===== src/rtl/seven_seg_pkg.sv =====
// Shared definitions for the seven-segment display blocks: register map,
// CTRL bit positions, reset values and the segment vector type.
package seven_seg_pkg;

    localparam logic [31:0] OFF_CTRL     = 32'h00;
    localparam logic [31:0] OFF_COMPARE  = 32'h04;
    localparam logic [31:0] OFF_SCAN_DIV = 32'h08;
    localparam logic [31:0] OFF_DIRECT   = 32'h0C;
    localparam logic [31:0] OFF_COUNT    = 32'h10;

    localparam int CTRL_ACTIVE   = 0;
    localparam int CTRL_SOFT_RST = 1;
    localparam int CTRL_RUN      = 2;
    localparam int CTRL_MODE     = 3;

    localparam logic [3:0]  CTRL_RST     = 4'b0010;
    localparam logic [23:0] COMPARE_RST  = 24'd9_999_999;
    localparam logic [15:0] SCAN_DIV_RST = 16'd999;

    // Segment order: bit0 = a ... bit6 = g
    typedef logic [6:0] seg_t;

    typedef enum logic {BUS_IDLE, BUS_ACK} bus_state_t;

endpackage


===== src/rtl/seven_seg_decoder.sv =====
// Combinational hex nibble to active-high seven-segment pattern (a = bit0).
module seven_seg_decoder
    import seven_seg_pkg::*;
(
    input  logic [3:0] nibble,
    output seg_t       seg
);

    always_comb begin
        seg = '0;
        case (nibble)
            4'h0: seg = 7'h3F;
            4'h1: seg = 7'h06;
            4'h2: seg = 7'h5B;
            4'h3: seg = 7'h4F;
            4'h4: seg = 7'h66;
            4'h5: seg = 7'h6D;
            4'h6: seg = 7'h7D;
            4'h7: seg = 7'h07;
            4'h8: seg = 7'h7F;
            4'h9: seg = 7'h6F;
            4'hA: seg = 7'h77;
            4'hB: seg = 7'h7C;
            4'hC: seg = 7'h39;
            4'hD: seg = 7'h5E;
            4'hE: seg = 7'h79;
            4'hF: seg = 7'h71;
            default: seg = '0;
        endcase
    end

endmodule


===== src/rtl/seven_seg_mux_wrapper.sv =====
// Wishbone-controlled N-digit multiplexed seven-segment controller: register
// file, BCD counter, digit scanner and ownership of the project pad mux.
module seven_seg_mux_wrapper
    import seven_seg_pkg::*;
#(
    parameter logic [31:0] ADDR_BASE      = 32'h3000_0000,
    parameter int          N_DIGITS       = 4,
    parameter int          SEG_PIN        = 8,
    parameter int          DIG_PIN        = 15,
    parameter bit          SEG_ACTIVE_LOW = 1'b0,
    parameter bit          DIG_ACTIVE_LOW = 1'b0
) (
    input  logic        wb_clk_i,
    input  logic        wb_rst_n_i,
    input  logic        wbs_stb_i,
    input  logic        wbs_cyc_i,
    input  logic        wbs_we_i,
    input  logic [3:0]  wbs_sel_i,
    input  logic [31:0] wbs_adr_i,
    input  logic [31:0] wbs_dat_i,
    output logic        wbs_ack_o,
    output logic [31:0] wbs_dat_o,
    input  logic [37:0] io_in,
    output logic [37:0] io_out,
    output logic [37:0] io_oeb
);

    localparam int CW = 4 * N_DIGITS;
    localparam int IW = (N_DIGITS > 1) ? $clog2(N_DIGITS) : 1;

    logic [1:0]          rst_sync;
    logic                rst_n;
    bus_state_t          state;
    logic [3:0]          ctrl;
    logic [23:0]         compare, compare_wr, tick;
    logic [15:0]         scan_div, scan_wr, dwell;
    logic [CW-1:0]       direct, direct_wr, count, count_wr;
    logic [IW-1:0]       idx;
    logic [31:0]         off, rd_data;
    logic                valid, wr_en, soft_rst, run, inc;
    logic                hit_ctrl, hit_compare, hit_scan, hit_direct, hit_count;
    logic [3:0]          nibble;
    seg_t                seg_raw, seg_q;
    logic [N_DIGITS-1:0] dig_q;
    logic                unused;

    // Assert asynchronously, release two clocks after the pin goes high
    always_ff @(posedge wb_clk_i or negedge wb_rst_n_i) begin
        if (!wb_rst_n_i) rst_sync <= '0;
        else             rst_sync <= {rst_sync[0], 1'b1};
    end
    assign rst_n = rst_sync[1];

    assign off         = wbs_adr_i - ADDR_BASE;
    assign hit_ctrl    = (off == OFF_CTRL);
    assign hit_compare = (off == OFF_COMPARE);
    assign hit_scan    = (off == OFF_SCAN_DIV);
    assign hit_direct  = (off == OFF_DIRECT);
    assign hit_count   = (off == OFF_COUNT);
    assign valid       = wbs_cyc_i & wbs_stb_i;
    assign wr_en       = valid & wbs_we_i & (state == BUS_IDLE);
    assign wbs_ack_o   = (state == BUS_ACK);
    assign soft_rst    = ctrl[CTRL_SOFT_RST];
    assign run         = ctrl[CTRL_RUN];
    assign inc         = run & ~soft_rst & (tick == compare);
    assign unused      = ^{io_in, wbs_dat_i[31:24], wbs_sel_i[3]};

    always_comb begin
        rd_data = '0;
        if (hit_ctrl)        rd_data[3:0]    = ctrl;
        else if (hit_compare) rd_data[23:0]  = compare;
        else if (hit_scan)   rd_data[15:0]   = scan_div;
        else if (hit_direct) rd_data[CW-1:0] = direct;
        else if (hit_count)  rd_data[CW-1:0] = count;
    end

    // Byte-lane merge; COUNT nibbles above 9 are clamped to 9 on the way in
    always_comb begin
        compare_wr = compare;
        scan_wr    = scan_div;
        direct_wr  = direct;
        count_wr   = count;
        for (int b = 0; b < 3; b++)
            if (wbs_sel_i[b]) compare_wr[8*b +: 8] = wbs_dat_i[8*b +: 8];
        for (int b = 0; b < 2; b++)
            if (wbs_sel_i[b]) scan_wr[8*b +: 8] = wbs_dat_i[8*b +: 8];
        for (int k = 0; k < N_DIGITS; k++) begin
            if (wbs_sel_i[k/2]) begin
                direct_wr[4*k +: 4] = wbs_dat_i[4*k +: 4];
                count_wr[4*k +: 4]  = (wbs_dat_i[4*k +: 4] > 4'd9) ? 4'd9 : wbs_dat_i[4*k +: 4];
            end
        end
    end

    function automatic logic [CW-1:0] bcd_inc(input logic [CW-1:0] v);
        logic carry;
        bcd_inc = v;
        carry   = 1'b1;
        for (int k = 0; k < N_DIGITS; k++) begin
            if (carry) begin
                if (v[4*k +: 4] == 4'd9) bcd_inc[4*k +: 4] = 4'd0;
                else begin
                    bcd_inc[4*k +: 4] = v[4*k +: 4] + 4'd1;
                    carry = 1'b0;
                end
            end
        end
    endfunction

    always_ff @(posedge wb_clk_i or negedge rst_n) begin
        if (!rst_n) begin
            state     <= BUS_IDLE;
            wbs_dat_o <= '0;
        end else begin
            case (state)
                BUS_IDLE: if (valid) begin
                    state     <= BUS_ACK;
                    wbs_dat_o <= wbs_we_i ? 32'h0 : rd_data;
                end
                BUS_ACK: begin
                    state     <= BUS_IDLE;
                    wbs_dat_o <= '0;
                end
                default: state <= BUS_IDLE;
            endcase
        end
    end

    assign nibble = ctrl[CTRL_MODE] ? direct[4*idx +: 4] : count[4*idx +: 4];

    seven_seg_decoder u_dec (.nibble(nibble), .seg(seg_raw));

    always_ff @(posedge wb_clk_i or negedge rst_n) begin
        if (!rst_n) begin
            ctrl     <= CTRL_RST;
            compare  <= COMPARE_RST;
            scan_div <= SCAN_DIV_RST;
            direct   <= '0;
            count    <= '0;
            tick     <= '0;
            dwell    <= '0;
            idx      <= '0;
            seg_q    <= {7{SEG_ACTIVE_LOW}};
            dig_q    <= {N_DIGITS{DIG_ACTIVE_LOW}};
        end else begin
            if (wr_en && hit_ctrl && wbs_sel_i[0]) ctrl <= wbs_dat_i[3:0];
            if (wr_en && hit_compare) compare  <= compare_wr;
            if (wr_en && hit_scan)    scan_div <= scan_wr;
            if (wr_en && hit_direct)  direct   <= direct_wr;

            if (soft_rst || (wr_en && hit_compare)) tick <= '0;
            else if (run) tick <= (tick == compare) ? 24'd0 : tick + 24'd1;

            if (soft_rst)                  count <= '0;
            else if (wr_en && hit_count)   count <= count_wr;
            else if (inc)                  count <= bcd_inc(count);

            // >= so a SCAN_DIV shrink below the live dwell count recovers at once
            if (soft_rst) begin
                dwell <= '0;
                idx   <= '0;
            end else if (dwell >= scan_div) begin
                dwell <= '0;
                idx   <= (idx == IW'(N_DIGITS - 1)) ? '0 : idx + IW'(1);
            end else begin
                dwell <= dwell + 16'd1;
            end

            seg_q <= seg_raw ^ {7{SEG_ACTIVE_LOW}};
            dig_q <= (soft_rst ? '0 : (N_DIGITS'(1) << idx)) ^ {N_DIGITS{DIG_ACTIVE_LOW}};
        end
    end

    always_comb begin
        io_out = '0;
        io_oeb = '0;
        if (ctrl[CTRL_ACTIVE]) begin
            io_oeb = '1;
            for (int k = 0; k < 7; k++) begin
                io_out[SEG_PIN+k] = seg_q[k];
                io_oeb[SEG_PIN+k] = 1'b0;
            end
            for (int k = 0; k < N_DIGITS; k++) begin
                io_out[DIG_PIN+k] = dig_q[k];
                io_oeb[DIG_PIN+k] = 1'b0;
            end
        end
    end

endmodule


===== config.mk =====
export PLATFORM = sky130hd
export DESIGN_NAME = seven_seg_mux_wrapper
export DESIGN_NICKNAME = d
export VERILOG_FILES = /design/src/rtl/seven_seg_pkg.sv /design/src/rtl/seven_seg_decoder.sv /design/src/rtl/seven_seg_mux_wrapper.sv
export SDC_FILE = /design/constraint.sdc
export NUM_CORES = 1
export LEC_CHECK = 0
export BUFFER_PORTS_ARGS = -buffer_cell sky130_fd_sc_hd__buf_2
export CAP_MARGIN = 0
export CELL_PAD_IN_SITES_DETAIL_PLACEMENT = 1
export CELL_PAD_IN_SITES_GLOBAL_PLACEMENT = 2
export CORE_MARGIN = 1.5
export CORE_UTILIZATION = 36
export CTS_CLUSTER_SIZE = 14
export DETAILED_ROUTE_END_ITERATION = 7
export GPL_ROUTABILITY_DRIVEN = 0
export PLACE_DENSITY = 0.94
export SYNTH_ARGS = -nofsm -noshare
export SYNTH_HDL_FRONTEND = slang
export SYNTH_SLANG_ARGS = --single-unit

===== constraint.sdc =====
create_clock -name wb_clk_i -period 8 [get_ports wb_clk_i]
set_input_delay 1.2 -clock wb_clk_i [delete_from_list [all_inputs] [get_ports wb_clk_i]]
set_output_delay 1.2 -clock wb_clk_i [all_outputs]
set_load 0.01 [all_outputs]

; Word level (Yosys, flattened, before mapping)
; Memories as Yosys holds them, arrays and structs flattened. A register that Yosys moved wholly into a read port is not among the register bits.
; Cells that the tools add are included.
[op_classes]
n_addsub = 8
mul = 0
div = 0
order_cmp = 5
eq_ne = 13
n_shift = 3
mux = 56
n_bitwise = 7
n_reduce_logical = 26
[op_table]
columns = operator, n
row1 = $mux 16, 9
row2 = $mux 24, 4
row3 = $mux 4, 18
row4 = $eq 32x4->1 const B, 2
row5 = $pmux 32 s2, 1
row6 = $mux 38, 1
row7 = $eq 32x3->1 const B, 1
row8 = $eq 32x5->1 const B, 1
row9 = $logic_not 32->1, 1
row10 = $mux 32, 1
row11 = $shiftx 16x5->4, 2
row12 = $sub 32x30->32 const B, 1
row13 = $add 24x1->24 const B, 1
row14 = $eq 24x24->1, 1
row15 = $mux 20, 1
row16 = $add 16x1->16 const B, 1
row17 = $add 4x1->4 const B, 4
row18 = $eq 4x4->1 const B, 4
row19 = $ge 16x16->1, 1
row20 = $gt 4x4->1 const B, 4
row21 = $reduce_and 2->1, 8
row22 = $mux 1, 15
row23 = $reduce_bool 3->1, 4
row24 = $mux 11, 1
row25 = other kinds (15), 31
[word_totals]
regBits = 157
latch_bits = 0
mem_bits_rw = 0
rom_bits = 112
in_bits = 111
out_inout_bits = 109
wordCells = 138
mem_count = 1
[memory_table]
columns = memory, words, word_bits, rd, rd_clocked_by_memory_dff, wr, line_no
row1 = (name not given), 16, 7, 1, 1, 0, seven_seg_decoder.sv:11  ; case (nibble)

; Longest topological paths before layout
[logic_depth]
word_depth = 18
depth_mapped = 10
mapped_depth_nobuf = 9

; By module
; From an unflattened synthesis, not the netlist that was laid out.
[unflattened]
hier_cells = 989
area_unflattened_um2 = 10002.1
[by_module_without_submodules]
columns = module, instances, cells_per_inst, area_per_inst_um2, seq_area_each_um2
row1 = seven_seg_mux_wrapper, 1, 956, 9711.8, 3932.5
row2 = seven_seg_decoder, 1, 33, 290.3, 0.0

; Least setup slack after synthesis
; Ideal clock, no wire load.
[synth_path]
path_type = input-to-reg
from = input wbs_adr_i[11]
to = register direct[0]
setup_time_ns = 0.125
arrival_time_ns = 3.098
required_ns = 7.875
setup_slack_ns = 4.777
path_stages = 7
n_path_buf = 1
path_cell_list = or4_4 or2_1 nor4_2 buf_4 nand2_1 nor2_4 mux2_2
[synth_between]
elab_chain_len = 4
[synth_rtl]
columns = item, line_no
row1 = from (decl), seven_seg_mux_wrapper.sv:19  ; input logic [31:0] wbs_adr_i,
row2 = $sub 32x30->32, seven_seg_mux_wrapper.sv:54  ; assign off = wbs_adr_i - ADDR_BASE;
row3 = $eq 32x4->1, seven_seg_mux_wrapper.sv:58  ; assign hit_direct = (off == OFF_DIRECT);
row4 = $logic_and 1x1->1, seven_seg_mux_wrapper.sv:149  ; if (wr_en && hit_direct) direct <= direct_wr;
row5 = $reduce_and 2->1 (no line), -
row6 = to (signal assigned), seven_seg_mux_wrapper.sv:149
row7 = to (decl), seven_seg_mux_wrapper.sv:37  ; logic [CW-1:0] direct, direct_wr, count, count_wr;
; Every way passes these cells.
; A chain may end at the register's enable or synchronous reset.

; Worst setup path in the final report
[layout_path]
from = input wbs_adr_i[2]
to = register count[6]
[layout_between]
elab_chain_len = 5
word_cells_on_any_way = 9
cone_classes = add/sub: 1 / eq/ne: 2 / mux: 2 / reduce/logical: 4
[layout_rtl]
columns = item, line_no
row1 = $sub 32x30->32 *, seven_seg_mux_wrapper.sv:54
row2 = $eq 32x5->1 *, seven_seg_mux_wrapper.sv:59  ; assign hit_count = (off == OFF_COUNT);
row3 = $logic_and 1x1->1 *, seven_seg_mux_wrapper.sv:155  ; else if (wr_en && hit_count) count <= count_wr;
row4 = "$ne 3x3->1 (no line), or another cell as far along", -
row5 = $reduce_and 3->1 (no line) / $mux 16 (equally long branches), -
row6 = to (signal assigned), seven_seg_mux_wrapper.sv:155
row7 = to (signal assigned), seven_seg_mux_wrapper.sv:156  ; else if (inc) count <= bcd_inc(count);
row8 = to (decl), seven_seg_mux_wrapper.sv:37
; Every way passes the cells marked *; elsewhere a longest branch is shown, timed or not.

==> flow_summary.yaml <==
synthesis:
  synth_ff_type: "dfrtp_1"
  synth_top_area_share_pct: 35.0
  synth.area.top_cells: "dfrtp_1, mux2_2, dfstp_2, buf_4, ha_1"
  syn_avg_cell_area_um2: 10.0
  ys_seq_elements: 156
  ys_types: 71
  ys_seq_area_share_pct: 41.4
  ys_warn_count: 0
  synth_edf_count: 0
  synth_area_mm2: 0.00950
  netlist_instances: 948
  synth_top_cell_by_area: "dfrtp_1"
  ys_async_sr_fraction_pct: 100
sta:
  fin_tns_setup_ps: 0
  worst_pin_slew_ps: 892
  slew_viol_final: 0
  hold_viol_final: 0
  finClkSkew_ps: 9.87
  fin_crit_sh_pct: 51.8
  rsz0062_at_grt: "no"
  clock.fmax_mhz: 241
  final.min_clock_period_ps: 4150
  slew_headroom_pct: 38.9
  finalSetupViolations: 0
die:
  fp.dieW_um: 165
  die_height_um: 165
  rows: 59
  dieArea_mm2: 0.0274
  initial_utilization_pct: 36.5
  io-pin-count: 220
  core_mm2: 0.0260
detailed_routing:
  wl_um: 26800
  drtPass1Iterations: 5
  detail-route-antenna-nets: 0
  drt-initial-drc-count: 487
  dr_total_vias: 7508
  viasPerCell: 5.43
  drc: 0
  wl_per_cell_um: 19.4
layout:
  syn2layout_area_growth_pct: 11.9
  final_nets: 1183
  final_common_cell: "dfrtp_1"
  final_cell_area_mm2: 0.0106
  antennaDiodeCount: 0
  drive_gt1_share_pct: 26.8
  layout_common_cells: "dfrtp_1, buf_2, o21ai_0, nand2_1, nor2_1"
setup_path:
  critPathArrivalTime_ps: 4460
  required_ps: 8310
  start_kind: "input port"
  criticalPathCategory: "input port to flop"
  cp_max_fo: 46
  crit_path_end_kind: "flop"
hold_path:
  hold_class: "flop to asynchronous set/reset pin"
clock_tree:
  cts_buffers: 17
  root_buffer: "clkbuf_16"
  cts_buffer_depth: 2
  cts_resized: 0
  holdBufCountCts: 0
  cts_setup_buffers: 0
  cts_tree: "yes"
  cts_num_sinks: 156
  cts_htree_levels: 4
  clock_latency_ps: 430
  cts.clk_slew.worst_paths_ps: 70
power_and_ir_drop:
  p_per_area_mw_per_mm2: 155
  vdd_drop_max_mv: 0.117
  leakage_nw: 4.99
grt:
  grt_util_all_layers_pct: 20.0
  antenna_found_initial: 0
  overflow: 0
  grt_max_degree: 61
  grt_pass1_vias: 7540
  grt_pass1_wl_um: 42200
placement:
  post_dp_cell_area_mm2: 0.0101
  port_buffers: 126
  place_hpwl_um: 19600
flow_run:
  drv_cap: 0
status:
  status: "completed"
==> per-layer routing <==
layer,vias up,track usage (%),share of wire (%)
met5,-,0,0
met2,248,33.2,48
li1,3446,-,-
met4,0,6.13,1.3
met3,29,3.02,5.8
met1,3785,27.0,45
==> cells in the mapped netlist (15+ instances only) <==
| library cell | n |
|---|---|
| dfrtp_1 | 133 |
| buf_4 | 75 |
| nand2_1 | 69 |
| o21ai_0 | 69 |
| nor2_1 | 61 |
| mux2_2 | 55 |
| ha_1 | 37 |
| inv_1 | 35 |
| nand3_1 | 33 |
| a21oi_1 | 25 |
| xor2_1 | 25 |
| dfstp_2 | 23 |
| xnor2_1 | 22 |
| clkbuf_1 | 21 |
| nor3_1 | 21 |
| and3_1 | 16 |
| a222oi_1 | 15 |
| nand2b_1 | 15 |
==> state kept, by name, summed over array words and instances, names as in the netlist, 7 cells and up <==
signal     flops
scan_div      16
direct        16
tick          24
compare       24
count         16
dwell         16
seg_q          7
wbs_dat_o     24
==> cell type report <==
cell class / count / area [µm²]
Fill cell: 2936 / 15400
Multi-Input combinational cell: 691 / 4890
Sequential cell: 156 / 3940
Timing Repair Buffer: 133 / 683
Clock buffer: 18 / 429
Tap cell: 335 / 419
Inverter: 36 / 135
Clock inverter: 14 / 126
==> metrics by stage <==
stage               cells  hold WS (ps)  power (W)  util (%)  setup WS, ps
floorplan             993           331   0.000857         -          3370
global placement     1351           334   0.000879      38.7          3550
detailed placement   1351           338   0.000880      38.7          3450
CTS                  1383           354    0.00166      40.9          3880
global route         1383           370    0.00170      40.9          3620
finish               1383           323    0.00165      40.9          3850
==> path summary, 6_finish.rpt <==
check                                       from               endpoint  cells after the start  slack (ps)
max                                 wbs_adr_i[2]   count[6]$_DFFE_PN0P_                      7        3850
min                        rst_sync[1]$_DFF_PN0_    dwell[11]$_DFF_PN0_                      0         320
max reg2reg                  wbs_ack_o$_DFF_PN0_   count[6]$_DFFE_PN0P_                      6        4810
min reg2reg                rst_sync[1]$_DFF_PN0_    dwell[11]$_DFF_PN0_                      0         320
max in group asynchronous  rst_sync[1]$_DFF_PN0_    tick[9]$_DFFE_PN0P_                      1        6460
min in group wb_clk_i      rst_sync[0]$_DFF_PN0_  rst_sync[1]$_DFF_PN0_                      0         350
==> cell families after synthesis <==
group           Yosys count  synth area share [%]
other cells               2                0.0791
xor+xnor                 47                  4.33
compound gates          174                  12.3
flops                   156                  41.4
buf+inv                 146                  8.93
simple gates            308                  17.7
mux                      78                  10.4
fa+ha+maj                37                  4.87
==> power breakdown <==
part,internal [W],switching [W]
Combinational,0.0000183,0.0000525
Clock,0.000411,0.000370
Sequential,0.000790,0.00000442
Total,0.00122,0.000427
==> worst max-delay path, cell delays in order <==
cell	delay, ps
buf_2	370
or4_4	640
nor4_2	350
nand3_1	700
and3_4	520
a21boi_2	280
mux2_2	380
Power figures use the tool's default switching activity.
